[config.mk]
export PLATFORM = sky130hd
export DESIGN_NAME = register_file_sb
export DESIGN_NICKNAME = d
export VERILOG_FILES = /design/src/rtl/register_file_sb.sv
export SDC_FILE = /design/constraint.sdc
export NUM_CORES = 1
export LEC_CHECK = 0
export ABC_AREA = 1
export BUFFER_PORTS_ARGS = -buffer_cell sky130_fd_sc_hd__buf_4
export CORE_MARGIN = 2
export CORE_UTILIZATION = 40
export CTS_BUF_LIST = sky130_fd_sc_hd__clkbuf_8
export DETAILED_ROUTE_END_ITERATION = 10
export PLACE_DENSITY_LB_ADDON = 0.15
export RECOVER_POWER = 100
export SYNTH_ARGS = -nofsm -noshare
export SYNTH_HDL_FRONTEND = slang
export SYNTH_SLANG_ARGS = --single-unit
[constraint.sdc]
create_clock -name clk -period 1.4 [get_ports clk]
set_clock_uncertainty 0.05 [all_clocks]
set_input_delay 0 -clock clk [delete_from_list [all_inputs] [get_ports clk]]
set_output_delay 0 -clock clk [all_outputs]
set_load 0.005 [all_outputs]
[src/rtl/register_file_sb.sv]
// Parametrised two-read/one-write register file with a per-register busy scoreboard.
// Reads, bypass and ready are combinational; storage and scoreboard update on the rising edge.
module register_file_sb #(
    parameter int unsigned WIDTH    = 4,
    parameter int unsigned AW       = 2,
    parameter int unsigned ZERO_REG = 0,
    parameter int unsigned BYPASS   = 1
) (
    input  logic                  clk,
    input  logic                  rst,
    input  logic [AW-1:0]         ra_a,
    input  logic [AW-1:0]         ra_b,
    input  logic [AW-1:0]         wa,
    input  logic [WIDTH-1:0]      wd,
    input  logic                  we,
    input  logic                  rsv_en,
    input  logic [AW-1:0]         rsv_addr,
    output logic [WIDTH-1:0]      rd_a,
    output logic [WIDTH-1:0]      rd_b,
    output logic                  rdy_a,
    output logic                  rdy_b,
    output logic [(2**AW)-1:0]    busy
);

    localparam int unsigned DEPTH = 2 ** AW;
    localparam bit          HAS_Z = (ZERO_REG != 0);
    localparam bit          HAS_B = (BYPASS != 0);

    logic [WIDTH-1:0] regs [DEPTH];
    logic [DEPTH-1:0] busy_q;
    logic [DEPTH-1:0] busy_d;
    logic             wr_ok;

    // A write to R0 is dropped when R0 is hardwired to zero.
    assign wr_ok = we && !(HAS_Z && (wa == '0));

    always_ff @(posedge clk or negedge rst) begin
        if (!rst) begin
            for (int i = 0; i < int'(DEPTH); i++) begin
                regs[i] <= '0;
            end
        end else if (wr_ok) begin
            regs[wa] <= wd;
        end
    end

    // Reserve beats a same-edge write: that write belongs to the previous producer.
    always_comb begin
        busy_d = busy_q;
        for (int i = 0; i < int'(DEPTH); i++) begin
            if (rsv_en && (rsv_addr == AW'(i))) begin
                busy_d[i] = 1'b1;
            end else if (we && (wa == AW'(i))) begin
                busy_d[i] = 1'b0;
            end
        end
        if (HAS_Z) begin
            busy_d[0] = 1'b0;
        end
    end

    always_ff @(posedge clk or negedge rst) begin
        if (!rst) begin
            busy_q <= '0;
        end else begin
            busy_q <= busy_d;
        end
    end

    assign busy = busy_q;

    // Read ports: zero register overrides bypass, bypass overrides storage.
    always_comb begin
        rd_a  = regs[ra_a];
        rd_b  = regs[ra_b];
        rdy_a = ~busy_q[ra_a];
        rdy_b = ~busy_q[ra_b];
        if (HAS_B && wr_ok && (wa == ra_a)) begin
            rd_a = wd;
        end
        if (HAS_B && wr_ok && (wa == ra_b)) begin
            rd_b = wd;
        end
        if (HAS_B && we && (wa == ra_a)) begin
            rdy_a = 1'b1;
        end
        if (HAS_B && we && (wa == ra_b)) begin
            rdy_b = 1'b1;
        end
        if (HAS_Z && (ra_a == '0)) begin
            rd_a  = '0;
            rdy_a = 1'b1;
        end
        if (HAS_Z && (ra_b == '0)) begin
            rd_b  = '0;
            rdy_b = 1'b1;
        end
        if (!rst) begin
            rd_a  = '0;
            rd_b  = '0;
            rdy_a = 1'b1;
            rdy_b = 1'b1;
        end
    end

endmodule

# Word level (Yosys, flattened, before mapping)
# Index checks and enable logic that the tools add are counted.
[word_totals] in_bits=16 regBits=20 word_cells=73 output_inout_bits=14
[op_classes] bitwise=5 mux=29 n_lt_le_gt_ge=6 eq_ne=8 reduce_logical=17
[op_table] cell="2-to-1 mux 4 bit" n=9
[op_table] cell="binary-select mux 4 bit (select 2 bit)" n=2
[op_table] cell="bitwise mux 16 bit" n=1
[op_table] cell="2-to-1 mux 1 bit" n=14
[op_table] cell="logical AND 1 bit" n=11
[op_table] cell="greater-or-equal comparator 3 bit, second input constant" n=3
[op_table] cell="NOT 2 -> 3 bit" n=3
[op_table] cell="demux 4 bit (select 2 bit)" n=1
[op_table] cell="== test 2 bit, second input constant" n=4
[op_table] cell="nonzero test 2 bit" n=4
[op_table] cell="less-than comparator 2 x 3 -> 1 bit, second input constant" n=2
[op_table] cell="binary-select mux 1 bit (select 2 bit)" n=2
[op_table] cell="== test 2 x 1 -> 1 bit, second input constant" n=2
[op_table] cell="== test 2 bit" n=2
[op_table] cell="logical NOT 2 bit" n=2
[op_table] cell="less-than comparator 3 x 1 -> 1 bit, second input constant" n=1
[op_table] cell="NOT 1 bit" n=2

# Logic depth before layout (Yosys ltp)
# Gate-level depths: netlist of run 1.
[depth] depth_word=6 mapped_depth=7 ltp_nobuf=7

# Least setup slack after synthesis of run 1
# Ideal clock, no wire load.
[synth_path] kind="reg2reg" from="register, netlist name busy[1]" to="register busy_q[1] (netlist: busy[1])" required_ns=1.228 setup_time_ns=0.122 setup_slack_ns=0.633 n_path_buf=0 period_less_slack_ns=0.767 stages_incl_launch_ff=2 arrival_ns=0.596 path_cell_list="dfrtp_1 > a32o_1"
[synth_rtl] item="to (signal assigned)" line_no="66" source="busy_q <= busy_d;"
[synth_rtl] item="to (decl)" line_no="30" source="logic [DEPTH-1:0] busy_q;"

# Final worst setup path of run 1
[layout_path] from="input port rsv_addr[0]" to="register busy_q[0] (netlist: busy[0])"
[layout_between] elab_chain_cells=3 word_cells_on_any_way=4 cone_classes="1 x mux; 3 x reduce/logical"
[layout_rtl] item="from (decl)" line_no="17" source="input logic [AW-1:0] rsv_addr,"
[layout_rtl] item="logical NOT 2 bit *" line_no="51" source="if (rsv_en && (rsv_addr == AW'(i))) begin"
[layout_rtl] item="logical AND 1 bit *" line_no="51"
[layout_rtl] item="2-to-1 mux 1 bit or nonzero test 2 bit (tied branches)"
# Every way passes the cells marked *; elsewhere a longest branch is shown, timed or not.
# A chain may end at the register's enable or synchronous reset.

==> results.env, run 1 <==
PATH_CELLS='dlygate4sd3_1, buf_4, inv_1, nand3_1, dlygate4sd3_1, nand2_1'
POSTPLACECELLAREA_MM2=0.00163
CORE_REGION_AREA_MM2=0.00331
CLKLATENCYLATEPIN_PS=260
FINAL.SETUP.WORST_SLACK_PS=97.0
WORSTHOLDPATHTYPE='input port to flop'
FINAL_CORE_UTIL_PCT=53.4
INITIALDRTVIOLATIONCOUNT=122
SYNTH-XOR-AREA-SHARE_PCT=1.28
IOS=30
WORSTSETUPSTARTPOINTTYPE='input port'
VIAS=1510
WORST-ENDPOINT-ARRIVAL_PS=1460
YOSYS.AREA.TOP_TYPE='dfrtp_1'
GLOBALROUTEOVERFLOWTOTAL=0
WORST_SETUP_PATH_END_KIND='flop'
LAYOUT-DRIVE-GT1-SHARE_PCT=13.0
WORSTPATHREQUIRED_PS=1560
ANTENNA_VIOLATIONS_BEFORE_REPAIR=0
HPWL_UM=2900
SYNTH.AREA.MUX_SHARE_PCT=0
WORST_PATH_DOMINANT_CELL_FAMILY='buffers and inverters'
SYNTH-SEQ-CELLS=20
STATIC-LEAKAGE-POWER_nW=0.946
CP_SLOWEST_STAGE_DELAY_PS=570
CP_NUM_BUF_INV=4
POST_SYNTH_NUM_CELL_TYPES=16
TOTALNEGATIVESETUPSLACK_PS=0
CTSHTREEMAXLEVEL=1
LARGEST_NET_DEGREE_AT_THE_START_OF_GLOBAL_ROUTING=15
DESIGN.FINAL.NETS=279
TIMING_WORST_SLEW_PIN_VALUE_PS=701
TOTALWIRELENGTH_UM=4000
GRT_USE_TOTAL_PCT=21.4
CP_SLOWEST_CELL='dlygate4sd3_1'
PLACEMENT.IO_BUFFERS=29
SYNTHESIS.AREA_MM2=0.00137
FINALINSTANCEAREA_MM2=0.00177
FP.DIEH_UM=62.4
SYN-MEAN-INSTANCE-AREA_UM2=6.18
CRITICAL_PATH.REG2REG.STARTPOINT='busy[1]$_DFFE_PN0P_'
LAYOUT.FILLER_CELLS=371
CTS.CLK_SLEW.WORST_PATHS_PS=80
SETUP_REPAIR_AFTER_GLOBAL_ROUTING_MISSED_ITS_MARGIN='false'
SYNTH_TOP_FAMILY_BY_AREA='simple AND/OR/NAND/NOR gates'
TIMING.CRITICAL_PATH.FROM='rsv_addr[0]'
CLOCK_ROOT_CELL='clkbuf_8'
SYNTHTOPCELLSBYAREA='dfrtp_1 37%, nand2_1 22%, nand3_1 11%'
MAX_CAP_VIOL_COUNT=0
MAX_FREQ_MHz=767
CORE.ROWCOUNT=21
DIE_AREA_MM2=0.00390
FINALWORSTPATHREQUIREDPERIOD_PS=1300
SYNTH-ADDER-AREA-SHARE_PCT=0
VIASPERCELL=4.90
SETUP.WORST_PATH.CLASS='input port to flop'
SETUP_VIOL_COUNT_FINAL=0
SYNTH_SEQ_AREA_SHARE_PCT=36.6
DIE_W_UM=62.4
PLACE.GP.CONGESTION=0.826
MAX-VDD-IR-DROP_mV=0.367
FINALHOLDWORSTSLACK_PS=96.3
YOSYS_WARNS=0
CLOCK-SINKS=20
WL_PER_CELL_UM=13.0
SEQUENTIAL_CELL_AREA_UM2=500
SYNTH_COMPOUND_AREA_SHARE_PCT=10.3
ROUTE.DETAILED.DRC=0
SYN_NETS=237
DETAILEDROUTE.FIRSTPASSITERATIONCOUNT=4
SHARE_OF_SYNTHESIZED_CELL_AREA_IN_AND_OR_NAND_AND_NOR_GATES_PCT=41.4
WORST_SLEW_MARGIN_REL_PCT=53.1
CTS_TREE='built'
MULTI_INPUT_COMB_AREA_UM2=723
POST-CTS-SETUP-BUFFER-COUNT=0
OUTCOME='completed'
MAX-CLOCK-PATH-BUFFERS=2
LAYOUT-AREA-OVERHEAD-VS-SYNTH_PCT=29.3
NETLIST_INSTANCES=221
ANT_NETS=0
GRT_FIRST_PASS_WIRELENGTH_UM=6570
CTS_BUFFERS=3
CRITICAL_PATH.MOST_COMMON_CELL='dlygate4sd3_1'
PATH_MAX_FANOUT=3
PERIOD_SHARE_PCT=93.1
FIRST_GLOBAL_VIAS=1332
SYNTH_TOP_AREA_SHARE_PCT=36.6
POWER_PER_CELL_AREA_mW_PER_MM2=968
DIODES=0
FLOORPLAN.INITIALDENSITY_PCT=41.3
REPORT.FINAL.HOLD_VIOL_COUNT=0
MAXSLEWVIOLCOUNT=0
PRECTSSETUPSLACK_PS=294
WORST_HOLD_STARTPOINT='wa[1]'
-- cells by family (layout without fill, tap and decap cells) --
group / Yosys count / after routing
compound gates: 27 / 27
flops: 20 / 20
xor+xnor: 2 / 2
buf+inv: 37 / 78
simple gates: 135 / 135
-- cell usage in the layout (no fill, tap or decap) --
master,n
inv_2,4
a32o_1,1
nor2_4,1
xnor2_1,1
xor2_1,1
dfrtp_1,20
nor2_1,19
clkbuf_4,13
a21oi_1,6
buf_4,9
dlygate4sd3_1,11
nand2_1,80
nand3_1,31
clkbuf_1,7
o21ai_0,20
clkbuf_8,4
nor2_2,2
nand3b_1,2
clkbuf_2,1
inv_1,29
-- cell usage after synthesis (all sizes together) --
cell type	number
nand3b	2
nor2	22
xor2	1
nand2	80
buf	4
a32o	1
inv	33
dfrtp	20
a21oi	6
xnor2	1
nand3	31
o21ai	20
-- layout make-up --
cell class	instances	area share, %
inverters	33	7.01
flip-flops and latches	20	28.3
repair buffers	41	17.4
multi-input cells	164	40.9
clock buffers	4	3.12
well taps	46	3.26
-- metal layers --
layer / vias to the layer above / global-route usage (%) / part of all wire (%) / wire, um
met5: - / 0 / 0 / 0
met4: 0 / 7.22 / 2.1 / 85
met3: 8 / 2.34 / 6.5 / 261
met2: 50 / 34.0 / 46 / 1850
met1: 681 / 30.5 / 45 / 1800
li1: 771 / - / - / -
-- through the flow --
stage	power (mW)	cells
2_1_floorplan	1.03	221
5_1_grt	1.84	308
6_report	1.71	308
4_1_cts	1.74	308
3_3_place_gp	1.25	293
3_5_place_dp	1.26	293
-- report_power, final --
group | switching (mW) | leakage (nW) | internal [mW]
registers | 0.0473 | 0.245 | 0.670
clock network | 0.202 | 0.0288 | 0.251
logic | 0.316 | 0.673 | 0.223
-- flip-flops by register name, summed over array words and instances, names as in the netlist --
name / flops
regs: 16
busy: 4
-- repair_timing --
action	4_1_cts	5_1_grt
endpoints found under the hold margin	32	0
endpoints found under the setup margin	0	1
resized for setup	0	1
hold buffers	11	0
-- path summary, 6_finish.rpt --
path | endpoint | slack [ps] | cells past startpoint
min in group asynchronous | regs[11]$_DFFE_PN0P_ | 370 | 2
worst max-delay path | busy[0]$_DFFE_PN0P_ | 100 | 6
worst min register to register | regs[13]$_DFFE_PN0P_ | 440 | 2
worst min-delay path | busy[2]$_DFFE_PN0P_ | 100 | 4
max in group asynchronous | busy[3]$_DFFE_PN0P_ | 280 | 3
worst max register to register | busy[1]$_DFFE_PN0P_ | 590 | 1
(Power assumes the default switching activity.)
==> inputs of run 2 (changes only) <==
--- a/config.mk
+++ b/config.mk
@@ -5,7 +5,6 @@
 export SDC_FILE = /design/constraint.sdc
 export NUM_CORES = 1
 export LEC_CHECK = 0
-export ABC_AREA = 1
 export BUFFER_PORTS_ARGS = -buffer_cell sky130_fd_sc_hd__buf_4
 export CORE_MARGIN = 2
 export CORE_UTILIZATION = 40
==> results.env, run 2 <==
WORST_SETUP_PATH_END_KIND='output port'
PERIOD_SHARE_PCT=108
DIE_W_UM=61.7
SYN_NETS=120
DIE_AREA_MM2=0.00381
YOSYS.AREA.TOP_TYPE='dfrtp_1'
SYNTH_EDF_COUNT=0
CLOCK_ROOT_CELL='clkbuf_8'
MULTI_INPUT_COMB_AREA_UM2=792
FLOORPLAN.INITIALDENSITY_PCT=43.0
FINALHOLDWORSTSLACK_PS=-2.19
WORSTPATHREQUIRED_PS=1350
ANT_NETS=0
POWER.COMBINATIONAL.FRACTION_PCT=35.4
SYNTH-XOR-AREA-SHARE_PCT=5.25
SEQUENTIAL_CELL_AREA_UM2=500
WORST_SLEW_MARGIN_REL_PCT=55.1
POWER.NET_SWITCHING_uW=534
CTS.CLK_SLEW.WORST_PATHS_PS=80
SYNTH.MOST_COMMON_CELL='dfrtp_1'
SYNTH_COMPOUND_AREA_SHARE_PCT=11.9
CLOCK-SINKS=20
CORE_REGION_AREA_MM2=0.00310
TIMING_WORST_SLEW_PIN_VALUE_PS=671
CLKLATENCYLATEPIN_PS=260
VIAS=1086
NETLIST_INSTANCES=104
PLACEMENT.IO_BUFFERS=29
MAX_FREQ_MHz=659
SYNTH_SEQ_AREA_SHARE_PCT=37.5
SETUP.WORST_PATH.CLASS='flop to output port'
LAYOUT-AREA-OVERHEAD-VS-SYNTH_PCT=32.8
IOS=30
STATIC-LEAKAGE-POWER_nW=0.721
CTSHTREEMAXLEVEL=1
MAX_CAP_VIOL_COUNT=0
ANTENNA_VIOLATIONS_BEFORE_REPAIR=0
MAXSLEWVIOLCOUNT=0
MAX-VDD-IR-DROP_mV=0.551
CTS_BUFFERS=3
LAYOUT-DRIVE-GT1-SHARE_PCT=51.0
ROUTE.DETAILED.DRC=0
FINAL_CORE_UTIL_PCT=57.1
INITIALDRTVIOLATIONCOUNT=35
GRT_FIRST_PASS_WIRELENGTH_UM=5200
SYNTHTOPCELLSBYAREA='dfrtp_1 38%, mux2_2 14%, mux4_2 14%'
SYNTH.AREA.MUX_SHARE_PCT=31.0
GRT_USE_TOTAL_PCT=19.4
FIRST_GLOBAL_VIAS=1066
CELL_TYPES_WITH_THE_HIGHEST_COUNTS_AFTER_SYNTHESIS='20 x dfrtp_1, 16 x mux2_2'
NUMBER_OF_FLIP_FLOPS_IN_THE_LARGEST_REGISTER=16
CP_SLOWEST_STAGE_DELAY_PS=490
POST_SYNTH_NUM_CELL_TYPES=21
LARGEST_NET_DEGREE_AT_THE_START_OF_GLOBAL_ROUTING=31
HPWL_UM=2200
LAYOUT.CELLS.MOST_COMMON='buf_4'
SWITCHING_SHARE_PCT=28.6
WL_PER_CELL_UM=17.3
FP.DIEH_UM=61.7
SYNTH_TOP_FAMILY_BY_AREA='multiplexers'
SYNTH-ADDER-AREA-SHARE_PCT=0
REPORT.FINAL.HOLD_VIOL_COUNT=2
DESIGN.FINAL.NETS=164
MOSTFREQUENTLAYOUTCELLS='27 x buf_4, 20 x dfrtp_1, 16 x mux2_2'
POWER_PER_CELL_AREA_mW_PER_MM2=1050
INTERNAL_POWER_mW=1.33
SHARE_SEQ_OF_TOTAL_POWER_PCT=40.7
SHARE_OF_SYNTHESIZED_CELL_AREA_IN_AND_OR_NAND_AND_NOR_GATES_PCT=8.07
SYNTH-SEQ-CELLS=20
DIODES=0
TOTALWIRELENGTH_UM=3300
SETUP_REPAIR_AFTER_GLOBAL_ROUTING_MISSED_ITS_MARGIN='true'
OUTCOME='finished, violations left'
SETUP.REG_TO_REG.WORST_SLACK_PS=420
TIMING.RR.END='busy[1]$_DFFE_PN0P_'
MAX-CLOCK-PATH-BUFFERS=2
WORST_HOLD_PATH.ENDPOINT='busy[1]$_DFFE_PN0P_'
DETAILEDROUTE.FIRSTPASSITERATIONCOUNT=4
SYN-MEAN-INSTANCE-AREA_UM2=12.8
PROPORTION_OF_SYNTHESIZED_FLIP_FLOPS_HAVING_ASYNCHRONOUS_SET_OR_RESET_PCT=100
CP_SLOWEST_CELL='mux4_2'
VIOLATIONS='hold timing, setup timing'
CRITICAL_PATH.REG2REG.STARTPOINT='busy[1]$_DFFE_PN0P_'
FINAL.SETUP.WORST_SLACK_PS=-118
PATH_CELLS='mux4_2, o31ai_2, a21boi_1, buf_4'
PLACE.GP.CONGESTION=0.781
LARGEST_REGISTER='regs'
WORSTHOLDPATHTYPE='input port to flop'
SYNTH_TOP_AREA_SHARE_PCT=37.5
CORE.ROWCOUNT=20
NUMBER_OF_CELLS_TRAVERSED_BY_THE_WORST_HOLD_PATH=3
LAYOUT.FILLER_CELLS=292
VIASPERCELL=5.69
CTS_TREE='built'
WORST_R2R_PATH_DEPTH=4
FINALWORSTPATHREQUIREDPERIOD_PS=1520
WORST-ENDPOINT-ARRIVAL_PS=1470
PATH_MAX_FANOUT=3
WORST_HOLD_STARTPOINT='rsv_en'
P_CLK_SHARE_PCT=23.9
YOSYS_MOST_USED_DFF='dfrtp_1'
GLOBALROUTEOVERFLOWTOTAL=0
SYNTHESIS.AREA_MM2=0.00133
YOSYS_WARNS=0
SETUP_VIOL_COUNT_FINAL=10
WORSTSETUPSTARTPOINTTYPE='flop'
[run 2: worst max path at each step]
stage | start | slack (ps) | end | cells past startpoint
after floorplan | busy[1]$_DFFE_PN0P_ | 350 | rdy_a | 2
after global placement | busy[1]$_DFFE_PN0P_ | 170 | rdy_a | 3
after detailed placement | busy[1]$_DFFE_PN0P_ | 130 | rdy_a | 3
after CTS | regs[0]$_DFFE_PN0P_ | -120 | rd_a[0] | 4
after global routing | regs[3]$_DFFE_PN0P_ | -180 | rd_b[3] | 4
final | regs[0]$_DFFE_PN0P_ | -120 | rd_a[0] | 4
[run 2: critical path: cells and delay by family (launching register included)]
kind            cells  cell delay (ps)
compound gates      2              190
buf+inv             1              140
mux                 1              490
flops               1              400
[run 2: kinds of logic after synthesis]
logic type / after synthesis
simple gates: 17
xor+xnor: 8
buf+inv: 11
compound gates: 22
flops: 20
mux: 26
[run 2: what timing repair did]
action | in CTS | in global routing
hold buffers | 8 | 0
gates cloned | 0 | 0
gates resized for setup | 6 | 7
endpoints found under the setup margin | 10 | 10
buffers inserted | 5 | 2
pin swaps | 6 | 5
hold endpoints to repair | 40 | 0
[run 2: per-layer routing]
metal | routed length [um] | track usage, %
met5 | 0 | 0
met4 | 72 | 8.21
met3 | 140 | 2.07
met2 | 1650 | 30.4
met1 | 1440 | 27.7
[run 2: area by class of cell]
type / instances / area share [%]
Tap cell: 44 / 3.11
Sequential cell: 20 / 28.2
Multi-Input combinational cell: 73 / 44.7
Timing Repair Buffer: 47 / 20.2
Inverter: 3 / 0.636
Clock buffer: 4 / 3.11
[run 2: power by group through the flow]
stage | sequential (mW) | combinational [mW] | clock [mW]
2_1_floorplan | 0.748 | 0.362 | 0
3_3_place_gp | 0.762 | 0.552 | 0
3_5_place_dp | 0.771 | 0.556 | 0
4_1_cts | 0.758 | 0.624 | 0.454
5_1_grt | 0.773 | 0.714 | 0.484
6_report | 0.759 | 0.661 | 0.446
[run 2: metrics by stage]
stage / area [um2] / setup WS [ps] / cells / total power [mW] / TNS, ps
6_report: 1770 / -118 / 191 / 1.87 / -859
5_1_grt: 1770 / -177 / 191 / 1.97 / -1350
4_1_cts: 1730 / -116 / 189 / 1.84 / -888
3_5_place_dp: 1560 / 135 / 172 / 1.33 / 0
3_3_place_gp: 1560 / 174 / 172 / 1.31 / 0
2_1_floorplan: 1330 / 354 / 104 / 1.11 / 0
